===== src/rtl/multicycle_control_if.sv =====
// Control bus between the multi-cycle MIPS main controller and the datapath.
// The controller is the master: it reads opcode/mem_ready and drives every
// datapath strobe and mux select.
interface multicycle_control_if;
   logic [5:0] opcode;
   logic       mem_ready;
   logic       pc_write;
   logic       pc_write_cond;
   logic       i_or_d;
   logic       mem_read;
   logic       mem_write;
   logic       ir_write;
   logic       mem_to_reg;
   logic       reg_dst;
   logic       reg_write;
   logic       alu_src_a;
   logic [1:0] alu_src_b;
   logic [1:0] alu_op;
   logic       alu_func_sel;
   logic [1:0] pc_source;

   modport master (
      input  opcode, mem_ready,
      output pc_write, pc_write_cond, i_or_d, mem_read, mem_write, ir_write,
             mem_to_reg, reg_dst, reg_write, alu_src_a, alu_src_b, alu_op,
             alu_func_sel, pc_source
   );

   modport slave (
      output opcode, mem_ready,
      input  pc_write, pc_write_cond, i_or_d, mem_read, mem_write, ir_write,
             mem_to_reg, reg_dst, reg_write, alu_src_a, alu_src_b, alu_op,
             alu_func_sel, pc_source
   );
endinterface


===== src/rtl/multicycle_control.sv =====
// Main control FSM of the multi-cycle MIPS core. Sequences FETCH / DECODE /
// EXEC / MEM / WB over the shared ALU and memory port, stalls on mem_ready,
// traps on illegal opcodes and counts retired instructions.
module multicycle_control #(
   parameter bit TRAP_ON_ILLEGAL = 1'b1,
   parameter int CNT_W           = 32
) (
   input  logic                   clk,
   input  logic                   rst_n,
   multicycle_control_if.master   bus,
   output logic                   illegal_op,
   output logic [CNT_W-1:0]       retired,
   output logic [3:0]             state
);

   typedef enum logic [3:0] {
      FETCH    = 4'd0,
      DECODE   = 4'd1,
      MEM_ADDR = 4'd2,
      MEM_RD   = 4'd3,
      MEM_WB   = 4'd4,
      MEM_WR   = 4'd5,
      R_EXEC   = 4'd6,
      R_WB     = 4'd7,
      BRANCH   = 4'd8,
      JUMP     = 4'd9,
      I_EXEC   = 4'd10,
      I_WB     = 4'd11,
      TRAP     = 4'd12
   } state_t;

   localparam logic [5:0] OP_R    = 6'b000000;
   localparam logic [5:0] OP_LW   = 6'b100011;
   localparam logic [5:0] OP_SW   = 6'b101011;
   localparam logic [5:0] OP_BEQ  = 6'b000100;
   localparam logic [5:0] OP_J    = 6'b000010;
   localparam logic [5:0] OP_ADDI = 6'b001000;
   localparam logic [5:0] OP_ANDI = 6'b001100;
   localparam logic [5:0] OP_ORI  = 6'b001101;

   localparam logic [CNT_W-1:0] CNT_ONE = {{(CNT_W-1){1'b0}}, 1'b1};

   state_t           state_reg;
   logic [CNT_W-1:0] retired_reg;
   logic             illegal_op_reg;

   logic is_r;
   logic is_lw;
   logic is_sw;
   logic is_beq;
   logic is_j;
   logic is_addi;
   logic is_logic_imm;

   // Opcode class decode; IR is stable from DECODE onward
   always_comb begin
      is_r         = (bus.opcode == OP_R);
      is_lw        = (bus.opcode == OP_LW);
      is_sw        = (bus.opcode == OP_SW);
      is_beq       = (bus.opcode == OP_BEQ);
      is_j         = (bus.opcode == OP_J);
      is_addi      = (bus.opcode == OP_ADDI);
      is_logic_imm = (bus.opcode == OP_ANDI) || (bus.opcode == OP_ORI);
   end

   // State sequencing, retired-instruction counting and the illegal-op flag
   always_ff @(posedge clk or negedge rst_n) begin
      if (!rst_n) begin
         state_reg      <= FETCH;
         retired_reg    <= '0;
         illegal_op_reg <= 1'b0;
      end else begin
         illegal_op_reg <= 1'b0;
         case (state_reg)
            FETCH: begin
               if (bus.mem_ready) begin
                  state_reg <= DECODE;
               end
            end
            DECODE: begin
               if (is_lw || is_sw) begin
                  state_reg <= MEM_ADDR;
               end else if (is_r) begin
                  state_reg <= R_EXEC;
               end else if (is_beq) begin
                  state_reg <= BRANCH;
               end else if (is_j) begin
                  state_reg <= JUMP;
               end else if (is_addi || is_logic_imm) begin
                  state_reg <= I_EXEC;
               end else begin
                  // illegal_op rises together with the TRAP state
                  state_reg      <= TRAP;
                  illegal_op_reg <= 1'b1;
               end
            end
            MEM_ADDR: begin
               state_reg <= is_lw ? MEM_RD : MEM_WR;
            end
            MEM_RD: begin
               if (bus.mem_ready) begin
                  state_reg <= MEM_WB;
               end
            end
            MEM_WB: begin
               state_reg   <= FETCH;
               retired_reg <= retired_reg + CNT_ONE;
            end
            MEM_WR: begin
               if (bus.mem_ready) begin
                  state_reg   <= FETCH;
                  retired_reg <= retired_reg + CNT_ONE;
               end
            end
            R_EXEC: begin
               state_reg <= R_WB;
            end
            R_WB: begin
               state_reg   <= FETCH;
               retired_reg <= retired_reg + CNT_ONE;
            end
            BRANCH: begin
               state_reg   <= FETCH;
               retired_reg <= retired_reg + CNT_ONE;
            end
            JUMP: begin
               state_reg   <= FETCH;
               retired_reg <= retired_reg + CNT_ONE;
            end
            I_EXEC: begin
               state_reg <= I_WB;
            end
            I_WB: begin
               state_reg   <= FETCH;
               retired_reg <= retired_reg + CNT_ONE;
            end
            TRAP: begin
               // Sticky trap holds the flag; non-sticky mode gives a one-cycle
               // pulse and resumes fetching without counting the instruction
               if (TRAP_ON_ILLEGAL) begin
                  illegal_op_reg <= 1'b1;
               end else begin
                  state_reg <= FETCH;
               end
            end
            default: begin
               state_reg <= FETCH;
            end
         endcase
      end
   end

   // Datapath controls are a pure decode of the current state, forced low
   // while reset is asserted so no write strobe can pulse during reset
   always_comb begin
      bus.pc_write      = 1'b0;
      bus.pc_write_cond = 1'b0;
      bus.i_or_d        = 1'b0;
      bus.mem_read      = 1'b0;
      bus.mem_write     = 1'b0;
      bus.ir_write      = 1'b0;
      bus.mem_to_reg    = 1'b0;
      bus.reg_dst       = 1'b0;
      bus.reg_write     = 1'b0;
      bus.alu_src_a     = 1'b0;
      bus.alu_src_b     = 2'b00;
      bus.alu_op        = 2'b00;
      bus.alu_func_sel  = 1'b0;
      bus.pc_source     = 2'b00;
      if (rst_n) begin
         case (state_reg)
            FETCH: begin
               // PC+4 through the ALU; IR and PC only load when the read lands
               bus.mem_read  = 1'b1;
               bus.alu_src_b = 2'b01;
               bus.ir_write  = bus.mem_ready;
               bus.pc_write  = bus.mem_ready;
            end
            DECODE: begin
               // Speculative branch target into ALUOut
               bus.alu_src_b = 2'b11;
            end
            MEM_ADDR: begin
               bus.alu_src_a = 1'b1;
               bus.alu_src_b = 2'b10;
            end
            MEM_RD: begin
               bus.mem_read = 1'b1;
               bus.i_or_d   = 1'b1;
            end
            MEM_WB: begin
               bus.reg_write  = 1'b1;
               bus.mem_to_reg = 1'b1;
            end
            MEM_WR: begin
               bus.mem_write = 1'b1;
               bus.i_or_d    = 1'b1;
            end
            R_EXEC: begin
               bus.alu_src_a = 1'b1;
               bus.alu_op    = 2'b10;
            end
            R_WB: begin
               bus.reg_dst   = 1'b1;
               bus.reg_write = 1'b1;
            end
            BRANCH: begin
               bus.alu_src_a     = 1'b1;
               bus.alu_op        = 2'b01;
               bus.pc_write_cond = 1'b1;
               bus.pc_source     = 2'b01;
            end
            JUMP: begin
               bus.pc_write  = 1'b1;
               bus.pc_source = 2'b10;
            end
            I_EXEC: begin
               // andi/ori reuse the function-field decoder fed with the opcode
               bus.alu_src_a = 1'b1;
               bus.alu_src_b = 2'b10;
               if (is_logic_imm) begin
                  bus.alu_op       = 2'b10;
                  bus.alu_func_sel = 1'b1;
               end
            end
            I_WB: begin
               bus.reg_write = 1'b1;
            end
            default: begin
            end
         endcase
      end
   end

   assign illegal_op = illegal_op_reg;
   assign retired    = retired_reg;
   assign state      = state_reg;

endmodule


===== src/flat_wrapper.sv =====
// flat-port wrapper written by rule: the top's interface ports become plain ports
module multicycle_control_flat 
#(
   parameter bit TRAP_ON_ILLEGAL = 1'b1,
   parameter int CNT_W           = 32
)
  (clk, rst_n, illegal_op, retired, state, bus_opcode, bus_mem_ready, bus_pc_write, bus_pc_write_cond, bus_i_or_d, bus_mem_read, bus_mem_write, bus_ir_write, bus_mem_to_reg, bus_reg_dst, bus_reg_write, bus_alu_src_a, bus_alu_src_b, bus_alu_op, bus_alu_func_sel, bus_pc_source);
  multicycle_control_if bus_i ();
  input  logic clk;
  input  logic rst_n;
  output logic illegal_op;
  output logic [CNT_W-1:0] retired;
  output logic [3:0] state;
  input wire logic [$bits(bus_i.opcode)-1:0] bus_opcode;
  input wire logic [$bits(bus_i.mem_ready)-1:0] bus_mem_ready;
  output wire logic [$bits(bus_i.pc_write)-1:0] bus_pc_write;
  output wire logic [$bits(bus_i.pc_write_cond)-1:0] bus_pc_write_cond;
  output wire logic [$bits(bus_i.i_or_d)-1:0] bus_i_or_d;
  output wire logic [$bits(bus_i.mem_read)-1:0] bus_mem_read;
  output wire logic [$bits(bus_i.mem_write)-1:0] bus_mem_write;
  output wire logic [$bits(bus_i.ir_write)-1:0] bus_ir_write;
  output wire logic [$bits(bus_i.mem_to_reg)-1:0] bus_mem_to_reg;
  output wire logic [$bits(bus_i.reg_dst)-1:0] bus_reg_dst;
  output wire logic [$bits(bus_i.reg_write)-1:0] bus_reg_write;
  output wire logic [$bits(bus_i.alu_src_a)-1:0] bus_alu_src_a;
  output wire logic [$bits(bus_i.alu_src_b)-1:0] bus_alu_src_b;
  output wire logic [$bits(bus_i.alu_op)-1:0] bus_alu_op;
  output wire logic [$bits(bus_i.alu_func_sel)-1:0] bus_alu_func_sel;
  output wire logic [$bits(bus_i.pc_source)-1:0] bus_pc_source;
  assign bus_i.opcode = bus_opcode;
  assign bus_i.mem_ready = bus_mem_ready;
  assign bus_pc_write = bus_i.pc_write;
  assign bus_pc_write_cond = bus_i.pc_write_cond;
  assign bus_i_or_d = bus_i.i_or_d;
  assign bus_mem_read = bus_i.mem_read;
  assign bus_mem_write = bus_i.mem_write;
  assign bus_ir_write = bus_i.ir_write;
  assign bus_mem_to_reg = bus_i.mem_to_reg;
  assign bus_reg_dst = bus_i.reg_dst;
  assign bus_reg_write = bus_i.reg_write;
  assign bus_alu_src_a = bus_i.alu_src_a;
  assign bus_alu_src_b = bus_i.alu_src_b;
  assign bus_alu_op = bus_i.alu_op;
  assign bus_alu_func_sel = bus_i.alu_func_sel;
  assign bus_pc_source = bus_i.pc_source;
  multicycle_control #(.TRAP_ON_ILLEGAL(TRAP_ON_ILLEGAL), .CNT_W(CNT_W)) u_core (.clk(clk), .rst_n(rst_n), .bus(bus_i), .illegal_op(illegal_op), .retired(retired), .state(state));
endmodule

===== config.mk =====
export PLATFORM = sky130hd
export DESIGN_NAME = multicycle_control_flat
export DESIGN_NICKNAME = d
export VERILOG_FILES = /design/src/rtl/multicycle_control_if.sv /design/src/rtl/multicycle_control.sv /design/src/flat_wrapper.sv
export SDC_FILE = /design/constraint.sdc
export NUM_CORES = 1
export LEC_CHECK = 0
export ABC_AREA = 0
export CORE_UTILIZATION = 48
export DETAILED_ROUTE_END_ITERATION = 10
export PLACE_DENSITY_LB_ADDON = 0.08
export REMOVE_ABC_BUFFERS = 1
export SLEW_MARGIN = 20
export SYNTH_ARGS = -nofsm -noshare
export SYNTH_HDL_FRONTEND = slang
export SYNTH_SLANG_ARGS = --single-unit

===== constraint.sdc =====
create_clock -name clk -period 2.46 [get_ports clk]
set_clock_uncertainty 0.1 [all_clocks]
set_input_delay 0.615 -clock clk [delete_from_list [all_inputs] [get_ports clk]]
set_output_delay 0.615 -clock clk [all_outputs]
set_load 0.02 [all_outputs]

==> impl_results.md <==
* Outcome: finished, final reports clean
* Critical path launch point type: flip-flop
* DR iter-0 viols at 107
* Static leakage at 1.52 nW
* Post-synthesis adder-cell area fraction at 0.566%
* Synth Area in XOR/XNOR at 12.7%
* Synth area leader: dfrtp_1
* RSZ-0062 raised after global routing: false
* Syn Inst Count at 234
* IO Port Bufs at 62
* Synth Register Bits at 37
* Row count at 24
* Mean Syn Cell Area at 9.45 µm²
* Final Cycle Share at 96.9%
* Crit end category: primary output
* CP max stage delay at 0.49 ns
* Final #Nets at 321
* Largest family of logic cells by synthesized area: simple AND/OR/NAND/NOR gates
* Synth area leaders: dfrtp_1 (42%), xor2_1 (11%), nor4_1 (5.7%)
* PD cells at 812 nW/µm²
* Mux share of post-synthesis cell area at 0.509%
* EDFF count, synth at 0
* DIE WIDTH at 69.9 µm
* DIE AREA at 4880 µm²
* Clock root buffer: clkbuf_8
* Peak VDD IR at 461 µV
* Finished Layout Cells at 364
* Via total after detailed routing at 2100
* DR DRC count at 0
* Vias in the first global route at 1902
* Initial antenna violation count at 0
* Top_reg_cell synth: dfrtp_1
* Final hold vios at 0
* Max reg flops at 32
* Crit Path Category: flip-flop to primary output
* Largest net degree at the start of global routing at 28
* Vias per inst at 5.77
* Slew headroom at 72.0%
* Post-DP HPWL at 3.87 mm
* Area Growth Syn to Fin at 40.8%
* First-pass DRT Iterations at 4
* Unique masters post-synth at 45
* Synth Area in Compound Gates at 7.52%
* Routability cong. at 0.759
* Utilization after layout at 71.1%
* WL/cell at 15.0 µm
* Fmax at 419 MHz
* CTS tree: done
* Share of cells above drive strength 1 at 14.4%
* Synthesis Warnings at 0
* CTS clk-pin slew, worst paths at 0.07 ns
* Final TNS setup at 0 ns
* Synth top area share at 41.9%
* Max Slew Vio Count at 0
* Critical Path AT at 1.67 ns
* Maxcap violations at 0
* Antenna violation net count after detailed routing at 0
* First-pass GRT wire length at 8.95 mm
* GRT Overall Usage at 22.7%
* Total gr overflow at 0
* Crit-path max FO at 12
* # diodes at 0
* Worst Path Required at 1.75 ns
* Clk_lat worst skew at 0.28 ns
* Hold WS at 0.320 ns
* Num Clock Sinks at 37
* Worst setup margin at 0.0758 ns
* Min Tclk post-route at 2.38 ns
* Seq/Total Area, Yosys at 41.9%
* Clk buf depth at 2
* Core area at 4380 µm²
* Initial Utilization at 50.5%
* Synth Cell Area at 2210 µm²
* Total CTS buffers at 5
* Asr flop ratio synth at 100%
* H-tree depth at 2
* Least-Margin Pin Slew at 0.415 ns
* Filler cells at 364
* Detailed-route wire length at 5.47 mm
* Placed cells at 355
* Hold crit path type: input port to asynchronous set/reset pin
* Simple-Gate Fraction of Synth Area at 32.8%
* Worst path slowest cell: dfrtp_2
* Boundary Pins at 63
* Worst slack, placed at -0.525 ns
* Final-report setup violation count at 0
* Hold Buf Count CTS at 0
* Critical path, cell by cell: nor2b_1, o32ai_1, and2_1, dlygate4sd2_1
* Chip Height at 69.9 µm
## worst paths after layout
check	start	slack, ns	end	cells past startpoint
setup / recovery	u_core.state[0]$_DFFE_PN0P_	0.08	bus_reg_write	4
hold / removal	rst_n	0.32	u_core.retired[2]$_DFFE_PN0P_	2
setup reg to reg	u_core.state[1]$_DFFE_PN0P_	0.46	u_core.retired[14]$_DFFE_PN0P_	6
min in group clk	u_core.retired[31]$_DFFE_PN0P_	0.37	u_core.retired[31]$_DFFE_PN0P_	1
hold reg to reg	u_core.retired[31]$_DFFE_PN0P_	0.37	u_core.retired[31]$_DFFE_PN0P_	1
max in group asynchronous	rst_n	1.57	u_core.state[1]$_DFFE_PN0P_	2
## report_power, final
group	switching [W]	total, W	leakage, nW	internal, W
Combinational	0.000628	0.00114	0.964	0.000511
Clock	0.000209	0.000539	0.0585	0.000331
Sequential	0.000155	0.000853	0.496	0.000698
## critical path: cells and delay by family (launching register included)
| kind | cells | cell delay, ns |
|---|---|---|
| simple gates | 2 | 0.32 |
| compound gates | 1 | 0.25 |
| flops | 1 | 0.49 |
| buf+inv | 1 | 0.32 |
## timing repair
action / in CTS / in global routing
setup endpoints to repair: 17 / 3
resized for setup: 26 / 11
setup buffers: 0 / 1
pin swaps: 0 / 4
## per-layer routing
layer	vias up	routed length (µm)	part of all wire [%]	track usage, %
li1	1023	-	-	-
met1	992	2630	48	31.0
met2	77	2500	46	36.9
met3	8	266	4.9	4.62
met4	0	73	1.3	6.22
met5	-	0	0	0
## kinds of logic (layout without fill, tap and decap cells)
kind of cell / count (synthesis) / in the layout
mux: 1 / 1
fa+ha+maj: 1 / 1
compound gates: 23 / 23
simple gates: 124 / 124
flops: 37 / 37
buf+inv: 16 / 94
xor+xnor: 32 / 32
## cells in the final DEF, fill, tap and decap left out, drive strengths merged, types with 3 or more instances in the layout
cell type,Yosys,routed
nand2,25,25
and3,3,3
a21oi,3,3
buf,11,24
dlygate4sd2,0,14
clkbuf,2,7
dlymetal6s2s,0,5
o21ai,3,3
nand3,12,12
dfrtp,37,37
nand4,9,9
nor2b,3,3
o311ai,3,3
nor2,13,13
nor4,20,20
nor3,16,16
xnor2,3,3
or4b,3,3
clkdlybuf4s50,0,40
inv,3,3
nand2b,4,4
xor2,29,29
and4,8,8
## final cells by class
type	count	area [µm²]	area share, %
timing repair buffer	83	776	24.9
inverter	3	11.3	0.361
multi-input combinational	181	1220	39.1
clock buffer	7	86.3	2.77
sequential	37	930	29.8
tap	52	65.1	2.09
clock inverter	1	30.0	0.964
## synth_stat cells (2+ instances only)
cell,n
nand3_1,12
xor2_1,29
clkbuf_1,2
o21ai_0,3
nand4_2,2
and3_1,3
a21oi_1,3
nor3b_1,2
a21o_1,2
or4b_1,2
buf_4,2
o31ai_1,2
xnor2_1,3
nand4_1,6
o311ai_0,3
o32ai_1,2
buf_6,2
and4_1,8
nand2b_1,4
nor4_1,20
dfrtp_1,37
nand2_1,24
o22ai_1,2
buf_2,6
and2_1,2
nor2_1,13
inv_1,3
nor3_1,16
nor2b_1,3
## through the flow
stage	total power, W	instance area [µm²]
after floorplan	0.00143	2130
after global placement	0.00201	2980
after detailed placement	0.00201	2980
after CTS	0.00253	3080
after global routing	0.00266	3120
final	0.00253	3120
Note: power is estimated with default switching activity, not from simulation.
==> edit 1: new RTL, same settings <==
`CNT_W` is set to 32 in 2 places; all go to 64.
--- a/src/rtl/multicycle_control.sv
+++ b/src/rtl/multicycle_control.sv
@@ -3,7 +3,7 @@
 // traps on illegal opcodes and counts retired instructions.
 module multicycle_control #(
    parameter bit TRAP_ON_ILLEGAL = 1'b1,
-   parameter int CNT_W           = 32
+   parameter int CNT_W           = 64
 ) (
    input  logic                   clk,
    input  logic                   rst_n,
--- a/src/flat_wrapper.sv
+++ b/src/flat_wrapper.sv
@@ -2,7 +2,7 @@
 module multicycle_control_flat 
 #(
    parameter bit TRAP_ON_ILLEGAL = 1'b1,
-   parameter int CNT_W           = 32
+   parameter int CNT_W           = 64
 )
   (clk, rst_n, illegal_op, retired, state, bus_opcode, bus_mem_ready, bus_pc_write, bus_pc_write_cond, bus_i_or_d, bus_mem_read, bus_mem_write, bus_ir_write, bus_mem_to_reg, bus_reg_dst, bus_reg_write, bus_alu_src_a, bus_alu_src_b, bus_alu_op, bus_alu_func_sel, bus_pc_source);
   multicycle_control_if bus_i ();
Ports: changed (resized retired); port bits go from 63 to 95. No check against the original RTL was run, so the function may have changed too.
==> edit 1 against the original RTL <==
The run now ends with setup timing left; setup slack worse by 0.082 ns; final cell count up 86%; power rose by 42%; first-iteration DRC count increased by 49%; worst hold slack gained 0.023 ns; synthesized area increased by 66%; wire length rose by 86%; maximum frequency down 3.3%; cell area rose by 81%; sequential cell count up 32.
==> edit 1: results (changes against the original RTL) <==
Vias/cell 5.35 (-7.2%); count leader, synth dfrtp_1; Post-Route M1 WL 4350 microns (+66%); Place WS -0.606 ns (-0.0818 ns); synth top area cells dfrtp_1 (47%), xor2_1 (9.3%), xnor2_1 (5.7%); Final WS setup -0.00634 ns (-0.0821 ns); LEAKAGE 2.58 nW (+70%); clock latency on the worst-skew pair 0.35 ns (+0.07 ns); largest net degree at the start of global routing 54 (+93%); HPWL after detailed placement 7350 microns (+90%); initial antenna violation count 0 (unchanged); status complete, but fails checks; vias in the first global route 3,493 (+84%); initial DRC count 159 (+49%); H-tree levels 3 (+1); clock tree buffer depth 2 (unchanged); global-route wire length before repair 16,200 microns (+81%); Num CTS Buffers 9 (+4); clock-pin slew on the worst setup and hold paths 0.09 ns (+0.02 ns); Slew @ Worst Pin 0.675 ns (+0.260 ns); Detail Route met2 WL 5250 microns (+110%); critical-path maximum fanout 7 (-5); final WL 10,200 microns (+86%); TNS Setup -0.00634 ns (-0.00634 ns); Pre-antenna DRT Iters 4 (unchanged); Final setup viols 1 (+1); asr flop ratio synth 1.00 (unchanged); failing checks setup timing; max reg flops 64 (+100%); Psw 0.00124 W (+25%); overall global routing resource usage 0.267 (+0.0395); clock root buffer clkbuf_8; Critical Path AT 2.65 ns (+0.98 ns); Commonest cells post-synth dfrtp_1 (69), nand2_1 (40), xor2_1 (39); Synth Warn # 0 (unchanged); CP peak stage delay 0.56 ns (+0.07 ns); maximum vdd drop 430 uV (-6.5%); routed length on met3 449 microns (+69%); worst min path class in2async; nets@finish 584 (+82%); layout cells sized above 1 0.242 (+0.0976); slowest cell on the critical path or4_4; routability cong. 0.880 (+16%); Top Layer Used met4; Yosys cell types 40 (-11%); Ant. Diodes 0 (unchanged); Seq/Total Area, Yosys 0.471 (+0.0529); I/O Buffers 94 (+52%)
-- edit 1: worst max-delay path, delay by kind of cell (launching register included) --
kind	cells	cell delay, ns
flip-flops	1	0.35
adder cells (fa/ha/maj)	1	0.17
AND/OR/NAND/NOR	4	1.42
buffers and inverters	1	0.18
XOR/XNOR	1	0.18
-- edit 1: power groups by stage --
stage	Clock [W]	Sequential [W]	Combinational, W
after floorplan	0	0.00148	0.000491
after global placement	0	0.00129	0.00134
after detailed placement	0	0.00130	0.00136
after CTS	0.000947	0.00128	0.00136
after global routing	0.000986	0.00129	0.00150
final	0.000931	0.00128	0.00139
-- edit 1: worst paths after layout --
path	endpoint	depth (start not counted)	slack [ns]	from
max in group asynchronous	u_core.retired[36]	2	1.46	rst_n
worst min register to register	u_core.retired[17]	1	0.40	u_core.retired[17]
worst max register to register	u_core.retired[56]	7	-0.006	u_core.retired[0]
min in group clk	u_core.retired[17]	1	0.40	u_core.retired[17]
worst min-delay path	u_core.retired[5]	2	0.34	rst_n
worst max-delay path	u_core.retired[56]	7	-0.006	u_core.retired[0]
-- edit 1: cell families after synthesis --
logic type	after synthesis	synth area share
and+or+nand+nor	213	0.309
DFF	69	0.471
xor gates and xnor gates	64	0.155
buffers and inverters	25	0.0273
AOI/OAI and AO/OA	19	0.0338
adders and majority gates	1	0.00342
-- edit 1: layout make-up --
class	instances	area (sq um)
sequential	69	1730
inverter	14	52.6
timing repair buffer	183	1590
tap	99	124
clock inverter	7	73.8
fill	514	1700
multi-input combinational	297	1950
clock buffer	9	124
-- edit 1: stage by stage --
step | total power (W) | area (sq um) | util | instances
after floorplan | 0.00198 | 3610 | - | 380
after global placement | 0.00263 | 5300 | 0.722 | 654
after detailed placement | 0.00266 | 5300 | 0.722 | 654
after CTS | 0.00358 | 5540 | 0.756 | 673
after global routing | 0.00378 | 5640 | 0.769 | 678
final | 0.00359 | 5640 | 0.769 | 678
-- edit 1: routing by layer --
metal  global-route usage  vias up
met2                0.459       92
met1                0.336     1772
met3               0.0508       18
li1                     -     1748
met4               0.0938        0
met5                    0        -
-- edit 1: what timing repair did --
action	4_1_cts	5_1_grt
cloned	0	1
resized for setup	49	29
hold endpoints to repair	0	0
pin swaps	8	3
setup endpoints to repair	25	18
setup buffers	3	4
==> edit 2: new RTL, config.mk and constraints unchanged <==
Without the edit above. Make the reset (`rst_n`) synchronous in one clocked block.
--- a/src/rtl/multicycle_control.sv
+++ b/src/rtl/multicycle_control.sv
@@ -64,7 +64,7 @@
    end
 
    // State sequencing, retired-instruction counting and the illegal-op flag
-   always_ff @(posedge clk or negedge rst_n) begin
+   always_ff @(posedge clk) begin
       if (!rst_n) begin
          state_reg      <= FETCH;
          retired_reg    <= '0;
Formal check against the unedited RTL: differs if rst_n is asserted again (counterexample within 4 cycles, from zero or initial values and one cycle with rst_n low); with rst_n held inactive, the same outputs for 10 cycles.
==> edit 2 against the original RTL <==
Synthesized area is 5.9% lower; final cell count grew 12%; cell area is 2.2% lower; via count rose by 9.8%; wire length grew 2.2%; sequential share of layout area decreased by 5.5 points; setup slack got worse by 0.024 ns; sequential cell count unchanged; critical path depth grew 2; non-clock buffer count rose by 15; critical path type is now in2out; highest routed layer unchanged.
Power is not compared: it rests on default switching activity, and its combinational part moved more than twofold at a synthesized area within 25%.
==> edit 2: results (changes against the original RTL) <==
status finished, final reports clean; worst min path class reg2reg; R2R depth 7 (+1); Max Fclk 415 MHz (-0.99%); wire per inst 13.7 microns (-9.1%); Yosys cell types 46 (+2.2%); routability cong. 0.871 (+15%); Cells after Synth 271 (+16%); clock tree buffer depth 2 (unchanged); crit path from rst_n; Seq/Total Area, Yosys 0.356 (-0.0626); vias in the first global route 1,986 (+4.4%); Post-Route M1 WL 2560 microns (-2.6%); asr flop ratio synth 0 (-1.00); worst setup path end bus_pc_write; final hold slack 0.379 ns (+0.0595 ns); Place WS -0.721 ns (-0.196 ns); initial DRC count 140 (+31%); critical-path maximum fanout 3 (-9); Vias 2,306 (+9.8%); routed length on met3 228 microns (-14%); overall global routing resource usage 0.253 (+0.0261); met1 GRT Util 0.317 (+0.00689); global-route wire length before repair 8780 microns (-1.9%); dpl cells 401 (+13%); Detail Route met2 WL 2710 microns (+8.5%); reg2reg start u_core.state[3]; clock latency on the worst-skew pair 0.30 ns (+0.02 ns)
## edit 2: final cells by class
type,instances,area (sq um),area share
clock inverter,2,13.8,0.00452
sequential,37,742,0.244
timing repair buffer,98,861,0.283
multi-input combinational,205,1240,0.408
tap,50,62.6,0.0205
inverter,11,41.3,0.0136
clock buffer,6,82.6,0.0271
## edit 2: kinds of logic (layout without fill, tap and decap cells)
logic type      count (synthesis)  in the layout  synth area share
buf+inv                        29            117            0.0589
compound gates                 60             60             0.174
flops                          37             37             0.356
xor+xnor                       13             13            0.0547
mux                             1              1           0.00481
fa+ha+maj                       1              1           0.00601
simple gates                  130            130             0.346
## edit 2: critical path, stage by stage
cell           delay (ns)
dlygate4sd2_1        0.29
nand2_2              0.11
nor3_1               0.06
and3b_1              0.20
or2_2                0.27
buf_4                0.16
## edit 2: where the power goes
| group | switching [W] | internal [W] |
|---|---|---|
| logic | 0.000114 | 0.0000912 |
| registers | 0.0000103 | 0.000606 |
| clock network | 0.000232 | 0.000227 |
| total | 0.000356 | 0.000925 |
